**config.mk**
```make
export PLATFORM = sky130hd
export DESIGN_NAME = relprime_engine_flat
export DESIGN_NICKNAME = d
export VERILOG_FILES = /design/src/rtl/relprime_pkg.sv /design/src/rtl/relprime_if.sv /design/src/rtl/gcd_sub.sv /design/src/rtl/relprime_engine.sv /design/src/flat_wrapper.sv
export SDC_FILE = /design/constraint.sdc
export NUM_CORES = 1
export LEC_CHECK = 0
export ABC_CLOCK_PERIOD_IN_PS = 6700
export CORE_MARGIN = 1.5
export CORE_UTILIZATION = 45
export CTS_CLUSTER_DIAMETER = 200
export DETAILED_ROUTE_END_ITERATION = 8
export GPL_ROUTABILITY_DRIVEN = 0
export PLACE_DENSITY = 0.72
export SLEW_MARGIN = 20
export SYNTH_ARGS = -nofsm -noshare
export SYNTH_HDL_FRONTEND = slang
export SYNTH_SLANG_ARGS = --single-unit
export TNS_END_PERCENT = 50
```
**constraint.sdc**
```tcl
create_clock -name CLK -period 6.7 [get_ports CLK]
set_input_delay 2.01 -clock CLK [delete_from_list [all_inputs] [get_ports CLK]]
set_output_delay 2.01 -clock CLK [all_outputs]
set_load 0.01 [all_outputs]
```
**src/rtl/relprime_pkg.sv**
```systemverilog
// Shared types and constants for the relprime coprocessor.
package relprime_pkg;

   // Outer FSM states
   typedef enum logic [1:0] {
      IDLE,
      LOAD,
      GCD,
      DONE
   } state_t;

   localparam int unsigned DEF_WIDTH = 16;
   localparam int unsigned M_INIT    = 2;

endpackage

```
**src/rtl/relprime_if.sv**
```systemverilog
// Request/result bundle between the processor and the relprime engine.
// The cycles signal exists only when RELPRIME_CYCLE_COUNT_EN is defined.
interface relprime_if
   import relprime_pkg::*;
#(
   parameter int unsigned WIDTH = DEF_WIDTH
`ifdef RELPRIME_CYCLE_COUNT_EN
   , parameter int unsigned CNT_W = 32
`endif
);

   logic             start;
   logic [WIDTH-1:0] n_in;
   logic             busy;
   logic             done;
   logic [WIDTH-1:0] out;
   logic             error;
`ifdef RELPRIME_CYCLE_COUNT_EN
   logic [CNT_W-1:0] cycles;
`endif

`ifdef RELPRIME_CYCLE_COUNT_EN
   modport master (output start, n_in, input busy, done, out, error, cycles);
   modport slave  (input start, n_in, output busy, done, out, error, cycles);
`else
   modport master (output start, n_in, input busy, done, out, error);
   modport slave  (input start, n_in, output busy, done, out, error);
`endif

endinterface

```
**src/rtl/gcd_sub.sv**
```systemverilog
// Iterative subtract-based Euclid gcd. Loads a/b on go, then subtracts the
// smaller operand from the larger each cycle until they match.
module gcd_sub #(
   parameter int unsigned WIDTH = 16
) (
   input  logic             CLK,
   input  logic             reset,
   input  logic             go,
   input  logic [WIDTH-1:0] a,
   input  logic [WIDTH-1:0] b,
   output logic             done,
   output logic [WIDTH-1:0] result
);

   logic [WIDTH-1:0] a_q;
   logic [WIDTH-1:0] b_q;
   logic             active_q;
   logic             done_q;

   // Operand load, subtraction step and registered completion pulse
   always_ff @(posedge CLK) begin
      if (reset) begin
         a_q      <= '0;
         b_q      <= '0;
         active_q <= 1'b0;
         done_q   <= 1'b0;
      end else begin
         done_q <= 1'b0;
         if (go) begin
            a_q      <= a;
            b_q      <= b;
            active_q <= 1'b1;
         end else if (active_q) begin
            if (a_q == b_q) begin
               done_q   <= 1'b1;
               active_q <= 1'b0;
            end else if (a_q > b_q) begin
               a_q <= a_q - b_q;
            end else begin
               b_q <= b_q - a_q;
            end
         end
      end
   end

   assign done   = done_q;
   assign result = a_q;

endmodule

```
**src/rtl/relprime_engine.sv**
```systemverilog
// relprime coprocessor: returns the smallest m >= 2 with gcd(n, m) == 1.
// Optional cycle counter enabled by defining RELPRIME_CYCLE_COUNT_EN.
module relprime_engine
   import relprime_pkg::*;
#(
   parameter int unsigned WIDTH = DEF_WIDTH
`ifdef RELPRIME_CYCLE_COUNT_EN
   , parameter int unsigned CNT_W = 32
`endif
) (
   input logic       CLK,
   input logic       reset,
   relprime_if.slave bus
);

   state_t           state;
   logic [WIDTH-1:0] n_reg;
   logic [WIDTH-1:0] m;
   logic [WIDTH-1:0] out_q;
   logic             busy_q;
   logic             done_q;
   logic             error_q;

   logic             gcd_go;
   logic             gcd_done;
   logic [WIDTH-1:0] gcd_result;

`ifdef RELPRIME_CYCLE_COUNT_EN
   logic [CNT_W-1:0] cnt;
   logic [CNT_W-1:0] cycles_q;

   function automatic logic [CNT_W-1:0] sat_inc(input logic [CNT_W-1:0] v);
      return (v == '1) ? v : v + 1'b1;
   endfunction
`endif

   assign gcd_go = (state == LOAD);

   gcd_sub #(
      .WIDTH (WIDTH)
   ) u_gcd (
      .CLK    (CLK),
      .reset  (reset),
      .go     (gcd_go),
      .a      (n_reg),
      .b      (m),
      .done   (gcd_done),
      .result (gcd_result)
   );

   // Outer FSM: steps candidate m until the gcd unit reports 1
   always_ff @(posedge CLK) begin
      if (reset) begin
         state    <= IDLE;
         n_reg    <= '0;
         m        <= '0;
         out_q    <= '0;
         busy_q   <= 1'b0;
         done_q   <= 1'b0;
         error_q  <= 1'b0;
`ifdef RELPRIME_CYCLE_COUNT_EN
         cnt      <= '0;
         cycles_q <= '0;
`endif
      end else begin
         done_q <= 1'b0;
         unique case (state)
            IDLE: begin
               if (bus.start) begin
                  n_reg   <= bus.n_in;
                  m       <= WIDTH'(M_INIT);
                  error_q <= 1'b0;
                  if (bus.n_in == '0) begin
                     // No coprime exists for zero: report at once
                     out_q   <= '0;
                     error_q <= 1'b1;
                     done_q  <= 1'b1;
                     state   <= DONE;
`ifdef RELPRIME_CYCLE_COUNT_EN
                     cycles_q <= CNT_W'(2);
`endif
                  end else begin
                     busy_q <= 1'b1;
                     state  <= LOAD;
`ifdef RELPRIME_CYCLE_COUNT_EN
                     // Counts the accepting cycle plus the first busy cycle
                     cnt <= CNT_W'(2);
`endif
                  end
               end
            end
            LOAD: begin
               state <= GCD;
`ifdef RELPRIME_CYCLE_COUNT_EN
               cnt <= sat_inc(cnt);
`endif
            end
            GCD: begin
`ifdef RELPRIME_CYCLE_COUNT_EN
               cnt <= sat_inc(cnt);
`endif
               if (gcd_done) begin
                  if (gcd_result == WIDTH'(1)) begin
                     out_q  <= m;
                     busy_q <= 1'b0;
                     done_q <= 1'b1;
                     state  <= DONE;
`ifdef RELPRIME_CYCLE_COUNT_EN
                     // Include the upcoming DONE cycle
                     cycles_q <= sat_inc(cnt);
`endif
                  end else begin
                     m     <= m + 1'b1;
                     state <= LOAD;
                  end
               end
            end
            DONE: begin
               state <= IDLE;
            end
            default: begin
               state <= IDLE;
            end
         endcase
      end
   end

   // Candidate m starts at 2 and is bounded by n+1, so it must never wrap
   m_no_wrap: assert property (@(posedge CLK) disable iff (reset)
                               (state != IDLE) |-> (m != '0));

   assign bus.busy  = busy_q;
   assign bus.done  = done_q;
   assign bus.out   = out_q;
   assign bus.error = error_q;
`ifdef RELPRIME_CYCLE_COUNT_EN
   assign bus.cycles = cycles_q;
`endif

endmodule

```
**src/flat_wrapper.sv**
```systemverilog
// flat-port wrapper written by rule: the top's interface ports become plain ports
module relprime_engine_flat import relprime_pkg::*;
#(
   parameter int unsigned WIDTH = DEF_WIDTH

)
  (CLK, reset, bus_start, bus_n_in, bus_busy, bus_done, bus_out, bus_error);
  relprime_if #(.WIDTH(WIDTH)) bus_i ();
  input logic CLK;
  input logic reset;
  input wire logic [$bits(bus_i.start)-1:0] bus_start;
  input wire logic [$bits(bus_i.n_in)-1:0] bus_n_in;
  output wire logic [$bits(bus_i.busy)-1:0] bus_busy;
  output wire logic [$bits(bus_i.done)-1:0] bus_done;
  output wire logic [$bits(bus_i.out)-1:0] bus_out;
  output wire logic [$bits(bus_i.error)-1:0] bus_error;
  assign bus_i.start = bus_start;
  assign bus_i.n_in = bus_n_in;
  assign bus_busy = bus_i.busy;
  assign bus_done = bus_i.done;
  assign bus_out = bus_i.out;
  assign bus_error = bus_i.error;
  relprime_engine #(.WIDTH(WIDTH)) u_core (.CLK(CLK), .reset(reset), .bus(bus_i));
endmodule
```
* After elaboration in Yosys (flattened, before gate mapping) *
Index checks and enable logic that the tools add are counted.

cells by class
  order comparisons = 1
  reductions and logical operators = 13
  bitwise operators = 1
  equality and inequality tests = 13
  add/sub/neg operators = 3
  muxes and demuxes = 36

operator list
  cell                                                                     number
  16-bit 2-to-1 mux                                                        15
  16-bit one-hot mux with 2 select lines                                   2
  16-bit subtractor                                                        2
  16-bit by 1-bit adder with 16-bit output, second input constant          1
  16-bit by 1-bit equality test with 1-bit output, second input constant   1
  16-bit equality test                                                     1
  16-bit greater-than comparator                                           1
  16-bit zero test                                                         1
  1-bit 2-to-1 mux                                                         12
  5-bit AND reduction                                                      2
  2-bit 2-to-1 mux                                                         4
  2-bit by 1-bit inequality test with 1-bit output, second input constant  4
  2-bit inequality test, second input constant                             4
  2-bit one-hot mux with 4 select lines                                    1
  3-bit AND reduction                                                      2
  2-bit nonzero test                                                       3
  2-bit equality test, second input constant                               2
  1-bit one-hot mux with 2 select lines                                    2
  2-bit AND reduction                                                      2
  4-bit AND reduction                                                      1
  3-bit OR reduction                                                       1
  2-bit by 1-bit equality test with 1-bit output, second input constant    1
  2-bit zero test                                                          1
  1-bit inverter                                                           1

storage, ports and cells
  word-level logic and storage cells = 78
  input bits = 19
  output and inout port bits = 19
  bits in registers = 87

* Longest topological paths before layout *
Gate-level depths: netlist (run 1).

  depth after elaboration = 5
  gate-level depth with buffers = 11
  gate-level depth less buffers = 10

* Hierarchy *
Synthesis (run 1) repeated with hierarchy kept, for this count alone.

second synthesis, totals
  cell total of the unflattened synthesis = 694
  area total of the unflattened synthesis = 5437.7 um^2

by module, submodules not included
  module           area each (um^2)  cells an instance  sequential area each (um^2)  times used
  gcd_sub          3175.5            419                680.7                        1
  relprime_engine  2262.2            275                1061.0                       1

* Worst setup path before layout (run 1) *
OpenSTA, ideal clock, no wires.

  path type = input port to flip-flop
  from = input bus_start
  to = register u_core.m[11]
  library setup time = 0.070 ns
  buffers on the path = 1
  cell stages on the path = 7
  data arrival time = 3.218 ns
  data required time = 6.630 ns
  setup slack = 3.412 ns
  path through = mux2i_1 -> or2_4 -> a211oi_2 -> nand4_1 -> buf_2 -> or3_1 -> a21oi_1

on the way
  cells in the longest elaborated chain, start to end = 2

ends and longest elaborated chain
  element                          line                    source
  start, declared                  flat_wrapper.sv:11      input wire logic [$bits(bus_i.start)-1:0] bus_start;
  2-bit inequality test (no line)  n/a
  4-bit AND reduction (no line)    n/a
  end signal, assigned             relprime_engine.sv:71   m <= WIDTH'(M_INIT);
  end signal, assigned             relprime_engine.sv:113  m <= m + 1'b1;
  end, declared                    relprime_engine.sv:18   logic [WIDTH-1:0] m;

Every way passes these cells.
A chain may end at the register's enable or synchronous reset.

* Final worst setup path (run 1) *
  from = input bus_start
  to = register u_core.m[7]

Same word-level chain as after synthesis.

==> results of run 1 <==
==> metal layers <==
layer,share of wire,GRT usage
met5,0,0
met4,0.019,0.0761
met3,0.060,0.0397
met2,0.45,0.360
met1,0.47,0.313
==> path summary, 6_finish.rpt <==
path,endpoint,from,cells past startpoint,slack (ns)
setup / recovery,u_core.m[7],bus_start,7,2.78
hold / removal,u_core.n_reg[14],u_core.n_reg[14],2,0.45
setup reg to reg,u_core.u_gcd.result[15],u_core.u_gcd.result[0],10,3.46
hold reg to reg,u_core.n_reg[14],u_core.n_reg[14],2,0.45
==> worst max-delay path: stages <==
cell	delay [ns]
sky130_fd_sc_hd__clkdlybuf4s50_1	0.54
sky130_fd_sc_hd__mux2i_1	0.09
sky130_fd_sc_hd__or2_4	0.26
sky130_fd_sc_hd__a211oi_2	0.22
sky130_fd_sc_hd__nand4_1	0.35
sky130_fd_sc_hd__or3_2	0.55
sky130_fd_sc_hd__a21oi_1	0.15
==> per-stage QoR <==
step	utilization	worst slack [ns]
floorplan	-	3.41
CTS	0.529	2.78
global route	0.529	2.58
global placement	0.500	2.52
finish	0.529	2.78
detailed placement	0.500	2.45
==> power by group through the flow <==
stage / clock network (uW) / logic [uW] / registers [uW]
2_1_floorplan: 0 / 645 / 590
3_3_place_gp: 0 / 794 / 600
3_5_place_dp: 0 / 801 / 602
4_1_cts: 554 / 810 / 591
5_1_grt: 573 / 910 / 596
6_report: 546 / 827 / 591
==> cell families after synthesis <==
kind of cell             after synthesis  share of synthesized area
flip-flops                            87                      0.340
AND/OR/NAND/NOR                      211                      0.199
buffers and inverters                 78                     0.0664
AO/OA/AOI/OAI                        197                      0.235
XOR/XNOR                              32                     0.0546
multiplexers                          10                     0.0195
adder cells (fa/ha/maj)               34                     0.0859
==> layout by cell type (no fill, tap or decap), drive strengths merged, types with 10 or more instances in the layout <==
cell type      Yosys  final
clkdlybuf4s50      0     37
o31ai             10     10
and3              10     10
inv               35     37
ha                32     32
o21ai             45     45
dfxtp             87     87
a21oi             80     80
nor2              49     49
clkbuf            18     10
nor3              12     12
nand2             78     78
mux2i             10     10
xor2              20     20
nand4             10     10
a22oi             16     16
xnor2             12     12
==> final cells by class <==
type / count / share of cell area
repair buffers: 39 / 0.0663
flip-flops and latches: 87 / 0.300
clock buffers: 10 / 0.0394
well taps: 140 / 0.0301
multi-input cells: 484 / 0.525
inverters: 36 / 0.0233
clock inverters: 6 / 0.0159
==> flow_results.xml, run 1 <==
<?xml version="1.0" encoding="UTF-8"?>
<metrics>
  <group name="power">
    <metric name="design_power_total" unit="uW">1960</metric>
    <metric name="max-vdd-ir-drop" unit="uV">167</metric>
    <metric name="internal-power" unit="uW">1200</metric>
    <metric name="sw_frac_of_total" unit="">0.388</metric>
    <metric name="ratio_of_total_power_to_cell_area" unit="nW/um^2">338</metric>
    <metric name="pwr-share-comb" unit="">0.421</metric>
    <metric name="power.share.clock" unit="">0.278</metric>
    <metric name="reg_power_frac" unit="">0.301</metric>
    <metric name="switchingPower" unit="uW">761</metric>
    <metric name="cellLeakagePower" unit="uW">0.00219</metric>
  </group>
  <group name="synthesis">
    <metric name="synth.most_common_cell" unit="">sky130_fd_sc_hd__dfxtp_1</metric>
    <metric name="syn-num-nets" unit="">702</metric>
    <metric name="async_reset_ff_frac" unit="">0</metric>
    <metric name="synth.top_cells.by_area" unit="">sky130_fd_sc_hd__dfxtp_1 34%, sky130_fd_sc_hd__ha_1 7.8%, sky130_fd_sc_hd__a21oi_1 7.6%</metric>
    <metric name="synth_edf_count" unit="">0</metric>
    <metric name="ys_dominant_reg_cell" unit="">sky130_fd_sc_hd__dfxtp_1</metric>
    <metric name="gate_count_after_technology_mapping" unit="">649</metric>
    <metric name="syn-cell-area" unit="um^2">5130</metric>
    <metric name="synth_largest_area_cell" unit="">sky130_fd_sc_hd__dfxtp_1</metric>
    <metric name="synth.distinct_cells" unit="">59</metric>
    <metric name="ys_seq_area_frac" unit="">0.340</metric>
    <metric name="ys_warn_count" unit="">0</metric>
    <metric name="postSynthRegisterBits" unit="">87</metric>
    <metric name="synth_largest_type_area_fraction" unit="">0.340</metric>
    <metric name="synth.cells.most_frequent" unit="">87 x sky130_fd_sc_hd__dfxtp_1, 78 x sky130_fd_sc_hd__a21oi_1, 77 x sky130_fd_sc_hd__nand2_1</metric>
    <metric name="syn-mean-instance-area" unit="um^2">7.90</metric>
  </group>
  <group name="routing">
    <metric name="detailroute.via_count" unit="">4661</metric>
    <metric name="drt-initial-drc-count" unit="">340</metric>
    <metric name="detail_route.wl_per_cell" unit="um">16.3</metric>
    <metric name="ant_nets" unit="">0</metric>
    <metric name="drcViolationCount" unit="">0</metric>
    <metric name="finalWirelength" unit="mm">13.1</metric>
    <metric name="first_pass_iters" unit="">5</metric>
    <metric name="vias_per_cell" unit="">5.81</metric>
  </group>
  <group name="timing">
    <metric name="max-slew-margin-rel" unit="">0.270</metric>
    <metric name="slew_viol_final" unit="">0</metric>
    <metric name="fin_skew" unit="ns">0.0105</metric>
    <metric name="fmax" unit="GHz">0.255</metric>
    <metric name="min_period" unit="ns">3.92</metric>
    <metric name="setup-tns-final" unit="ns">0</metric>
    <metric name="hold_ws" unit="ns">0.450</metric>
    <metric name="final_min_period_over_clock_period" unit="">0.585</metric>
    <metric name="finalHoldViolCount" unit="">0</metric>
    <metric name="setup_viol" unit="">0</metric>
    <metric name="slew_of_the_pin_with_the_lowest_slew_margin" unit="ns">1.09</metric>
    <metric name="rsz0062_at_grt" unit="">false</metric>
  </group>
  <group name="clock_tree">
    <metric name="post_cts_resize_count" unit="">0</metric>
    <metric name="path_clk_slew" unit="ns">0.06</metric>
    <metric name="clock_latency" unit="ns">0.34</metric>
    <metric name="cts_num_sinks" unit="">87</metric>
    <metric name="clockBufferDepth" unit="">2</metric>
    <metric name="postCtsHoldBufs" unit="">0</metric>
    <metric name="cts_tree" unit="">built</metric>
    <metric name="post_cts_buffers" unit="">0</metric>
    <metric name="root_buffer" unit="">sky130_fd_sc_hd__clkbuf_16</metric>
    <metric name="h-tree-depth" unit="">3</metric>
    <metric name="cts-buffers-inserted" unit="">9</metric>
  </group>
  <group name="critical_path">
    <metric name="worstSetupPathType" unit="">in2reg</metric>
    <metric name="critPathMaxFanout" unit="">11</metric>
    <metric name="critical_path.endpoint_type" unit="">flip-flop</metric>
    <metric name="cp.arrival" unit="ns">4.17</metric>
    <metric name="worst_ep_required_time" unit="ns">6.95</metric>
    <metric name="start_kind" unit="">primary input</metric>
  </group>
  <group name="final_layout">
    <metric name="area_delta_synth_final" unit="%">13.3</metric>
    <metric name="post_route_cells_drive_above_1_share" unit="">0.0529</metric>
    <metric name="fillCellCount" unit="">1041</metric>
    <metric name="multi_input_comb_area" unit="um^2">3050</metric>
    <metric name="antennaDiodeCount" unit="">0</metric>
    <metric name="seqCellArea" unit="um^2">1740</metric>
    <metric name="fin_cells" unit="">802</metric>
    <metric name="design.final.nets" unit="">710</metric>
    <metric name="postLayoutCellArea" unit="um^2">5810</metric>
  </group>
  <group name="die">
    <metric name="die_height" unit="um">110</metric>
    <metric name="initial_core_util" unit="">0.467</metric>
    <metric name="floorplan.die.width" unit="um">110</metric>
    <metric name="dieArea" unit="um^2">12000</metric>
    <metric name="std_cell_rows" unit="">38</metric>
    <metric name="design.portCount" unit="">38</metric>
    <metric name="core_area" unit="um^2">11000</metric>
  </group>
  <group name="place">
    <metric name="post_dp_cell_area" unit="um^2">5490</metric>
    <metric name="place_inst" unit="">786</metric>
    <metric name="hpwlAfterDp" unit="mm">9.61</metric>
    <metric name="portBuffers" unit="">37</metric>
  </group>
  <group name="grt">
    <metric name="first_global_vias" unit="">4406</metric>
    <metric name="global_route.usage.total" unit="">0.228</metric>
    <metric name="grt_pass1_wl" unit="mm">21.5</metric>
    <metric name="number_of_antenna_violations_at_the_first_check_in_global_routing" unit="">0</metric>
    <metric name="grt_start_max_net_pins" unit="">54</metric>
    <metric name="grt_remaining_overflow" unit="">0</metric>
  </group>
  <group name="worst_hold_path">
    <metric name="timing.hold.worst.class" unit="">reg2reg</metric>
  </group>
  <group name="job">
    <metric name="max_cap_violations" unit="">0</metric>
  </group>
  <group name="status">
    <metric name="status" unit="">finished, final reports clean</metric>
  </group>
</metrics>
No activity file was read; power rests on OpenSTA's default activity.
==> inputs of run 2 (changes only) <==
--- a/config.mk
+++ b/config.mk
@@ -5,13 +5,13 @@
 export SDC_FILE = /design/constraint.sdc
 export NUM_CORES = 1
 export LEC_CHECK = 0
-export ABC_CLOCK_PERIOD_IN_PS = 6700
+export ABC_CLOCK_PERIOD_IN_PS = 3490
 export CORE_MARGIN = 1.5
 export CORE_UTILIZATION = 45
 export CTS_CLUSTER_DIAMETER = 200
 export DETAILED_ROUTE_END_ITERATION = 8
 export GPL_ROUTABILITY_DRIVEN = 0
-export PLACE_DENSITY = 0.72
+export PLACE_DENSITY = 0.74
 export SLEW_MARGIN = 20
 export SYNTH_ARGS = -nofsm -noshare
 export SYNTH_HDL_FRONTEND = slang
==> constraint.sdc (replaced) <==
create_clock -name CLK -period 3.49 [get_ports CLK]
set_input_delay 1.047 -clock CLK [delete_from_list [all_inputs] [get_ports CLK]]
set_output_delay 1.047 -clock CLK [all_outputs]
set_load 0.01 [all_outputs]
==> run 2 against run 1 <==
Against the previous run:
- power grew 85%
- first-iteration DRC count up 0.29%
- die area stayed put
- count of clock-buffer cells in the layout unchanged
- largest power group unchanged
==> flow_results.xml, run 2 (synthesis gave the netlist of run 1 again) <==
<?xml version="1.0" encoding="UTF-8"?>
<metrics>
  <group name="power">
    <metric name="cellLeakagePower" unit="uW">0.00220</metric>
    <metric name="design_power_total" unit="uW">3640</metric>
    <metric name="ratio_of_total_power_to_cell_area" unit="nW/um^2">626</metric>
    <metric name="max-vdd-ir-drop" unit="uV">270</metric>
  </group>
  <group name="grt">
    <metric name="number_of_antenna_violations_at_the_first_check_in_global_routing" unit="">0</metric>
    <metric name="grt_pass1_wl" unit="mm">21.7</metric>
    <metric name="first_global_vias" unit="">4482</metric>
    <metric name="grt_remaining_overflow" unit="">0</metric>
    <metric name="global_route.usage.total" unit="">0.229</metric>
    <metric name="grt_start_max_net_pins" unit="">54</metric>
  </group>
  <group name="timing">
    <metric name="hold_ws" unit="ns">0.455</metric>
    <metric name="final_min_period_over_clock_period" unit="">0.889</metric>
    <metric name="setup_viol" unit="">0</metric>
    <metric name="final.setup.worst_slack" unit="ns">0.386</metric>
    <metric name="fin_skew" unit="ns">0.0107</metric>
    <metric name="max-slew-margin-rel" unit="">0.262</metric>
    <metric name="min_period" unit="ns">3.10</metric>
    <metric name="finalHoldViolCount" unit="">0</metric>
    <metric name="slew_of_the_pin_with_the_lowest_slew_margin" unit="ns">1.10</metric>
    <metric name="rsz0062_at_grt" unit="">false</metric>
    <metric name="setup-tns-final" unit="ns">0</metric>
    <metric name="fmax" unit="GHz">0.322</metric>
    <metric name="slew_viol_final" unit="">0</metric>
  </group>
  <group name="die">
    <metric name="initial_core_util" unit="">0.467</metric>
    <metric name="die_height" unit="um">110</metric>
    <metric name="design.portCount" unit="">38</metric>
    <metric name="dieArea" unit="um^2">12000</metric>
    <metric name="floorplan.die.width" unit="um">110</metric>
    <metric name="std_cell_rows" unit="">38</metric>
    <metric name="core_area" unit="um^2">11000</metric>
  </group>
  <group name="routing">
    <metric name="first_pass_iters" unit="">5</metric>
    <metric name="drt-initial-drc-count" unit="">341</metric>
    <metric name="detail_route.wl_per_cell" unit="um">16.3</metric>
    <metric name="detailroute.via_count" unit="">4703</metric>
    <metric name="drcViolationCount" unit="">0</metric>
    <metric name="ant_nets" unit="">0</metric>
    <metric name="vias_per_cell" unit="">5.83</metric>
    <metric name="finalWirelength" unit="mm">13.2</metric>
  </group>
  <group name="critical_path">
    <metric name="slowest_delay" unit="ns">0.53</metric>
    <metric name="cp.arrival" unit="ns">3.36</metric>
    <metric name="worst_path_max_delay_cell" unit="">sky130_fd_sc_hd__or3b_1</metric>
    <metric name="r2r_setup_slack" unit="ns">0.39</metric>
    <metric name="timing.critical_path.mode_cell" unit="">sky130_fd_sc_hd__o31ai_2</metric>
    <metric name="critPathTopFamily" unit="">simple AND/OR/NAND/NOR gates</metric>
    <metric name="worstPathCellList" unit="">inv_1 &gt; ha_1 &gt; fa_1 &gt; nand2b_1 &gt; a21oi_2 &gt; o31ai_2 &gt; o31ai_2 &gt; nand3_2 &gt; or3b_1 &gt; a31oi_1</metric>
    <metric name="rr_startpoint" unit="">u_core.u_gcd.result[0]</metric>
    <metric name="critical_path.endpoint_type" unit="">flip-flop</metric>
    <metric name="worstPathBufferInverterCount" unit="">1</metric>
    <metric name="worst_ep_required_time" unit="ns">3.74</metric>
    <metric name="critPathMaxFanout" unit="">20</metric>
    <metric name="path_depth" unit="">10</metric>
    <metric name="crit-reg2reg-capture" unit="">u_core.u_gcd.result[15]</metric>
    <metric name="worstSetupPathType" unit="">reg2reg</metric>
    <metric name="start_kind" unit="">flip-flop</metric>
    <metric name="worst_reg2reg_path_depth" unit="">10</metric>
  </group>
  <group name="worst_hold_path">
    <metric name="min_delay_path_depth" unit="">2</metric>
    <metric name="worstHoldStart" unit="">u_core.n_reg[5]</metric>
    <metric name="worst_hold_path.endpoint" unit="">u_core.n_reg[5]</metric>
    <metric name="timing.hold.worst.class" unit="">reg2reg</metric>
  </group>
  <group name="clock_tree">
    <metric name="cts_tree" unit="">built</metric>
    <metric name="post_cts_buffers" unit="">0</metric>
    <metric name="cts_num_sinks" unit="">87</metric>
    <metric name="root_buffer" unit="">sky130_fd_sc_hd__clkbuf_16</metric>
    <metric name="postCtsHoldBufs" unit="">0</metric>
    <metric name="cts-buffers-inserted" unit="">9</metric>
    <metric name="path_clk_slew" unit="ns">0.06</metric>
    <metric name="h-tree-depth" unit="">3</metric>
    <metric name="clock_latency" unit="ns">0.34</metric>
    <metric name="post_cts_resize_count" unit="">0</metric>
    <metric name="clockBufferDepth" unit="">2</metric>
  </group>
  <group name="final_layout">
    <metric name="final_cell_mix" unit="">87 x sky130_fd_sc_hd__dfxtp_1, 78 x sky130_fd_sc_hd__a21oi_1, 77 x sky130_fd_sc_hd__nand2_1</metric>
    <metric name="leading_cell_type_in_the_layout_fill_and_taps_excluded" unit="">sky130_fd_sc_hd__dfxtp_1</metric>
    <metric name="utilization" unit="">0.530</metric>
    <metric name="area_delta_synth_final" unit="%">13.4</metric>
    <metric name="post_route_cells_drive_above_1_share" unit="">0.0615</metric>
    <metric name="antennaDiodeCount" unit="">0</metric>
    <metric name="design.final.nets" unit="">715</metric>
  </group>
  <group name="place">
    <metric name="hpwlAfterDp" unit="mm">9.67</metric>
    <metric name="place_ws" unit="ns">0.180</metric>
    <metric name="portBuffers" unit="">37</metric>
  </group>
  <group name="job">
    <metric name="max_cap_violations" unit="">0</metric>
  </group>
  <group name="status">
    <metric name="status" unit="">finished, final reports clean</metric>
  </group>
</metrics>
[run 2: per-stage QoR]
| stage | std cells | instance area [um^2] |
|---|---|---|
| 6_report | 807 | 5820 |
| 4_1_cts | 807 | 5820 |
| 3_5_place_dp | 791 | 5530 |
| 2_1_floorplan | 649 | 5130 |
| 5_1_grt | 807 | 5820 |
| 3_3_place_gp | 791 | 5530 |
[run 2: worst register-to-register path: stages (launching register included)]
cell and delay (ns):
sky130_fd_sc_hd__dfxtp_1 0.38, sky130_fd_sc_hd__inv_1 0.06, sky130_fd_sc_hd__ha_1 0.21, sky130_fd_sc_hd__fa_1 0.43
sky130_fd_sc_hd__nand2b_1 0.19, sky130_fd_sc_hd__a21oi_2 0.25, sky130_fd_sc_hd__o31ai_2 0.13, sky130_fd_sc_hd__o31ai_2 0.21
sky130_fd_sc_hd__nand3_2 0.44, sky130_fd_sc_hd__or3b_1 0.54, sky130_fd_sc_hd__a31oi_1 0.18
[run 2: area by class of cell]
type,count,area (um^2)
Sequential cell,87,1740
Fill cell,1010,5170
Clock inverter,6,50.0
Multi-Input combinational cell,484,3050
Inverter,36,135
Tap cell,140,175
Timing Repair Buffer,44,423
Clock buffer,10,239
[run 2: metal layers]
| layer | wire (um) | vias to the layer above | share of wire | GRT usage |
|---|---|---|---|---|
| li1 | - | 2313 | - | - |
| met1 | 6170 | 2196 | 0.47 | 0.312 |
| met2 | 5950 | 175 | 0.45 | 0.360 |
| met3 | 876 | 19 | 0.066 | 0.0468 |
| met4 | 192 | 0 | 0.015 | 0.0733 |
| met5 | 0 | - | 0 | 0 |
[run 2: how the worst max path moves through the flow]
stage	start	end	slack [ns]
floorplan	u_core.u_gcd.result[0]	u_core.u_gcd.result[15]	1.13
global placement	bus_n_in[10]	u_core.bus.out[0]	0.25
detailed placement	bus_n_in[10]	u_core.bus.out[10]	0.18
CTS	u_core.u_gcd.result[0]	u_core.u_gcd.result[5]	0.41
global route	u_core.u_gcd.result[0]	u_core.u_gcd.result[4]	0.19
finish	u_core.u_gcd.result[0]	u_core.u_gcd.result[15]	0.39
[run 2: power breakdown]
group	internal (uW)	switching, uW	total (uW)
Clock	511	411	921
Sequential	1070	68.1	1140
Combinational	614	972	1590
Total	2190	1450	3640
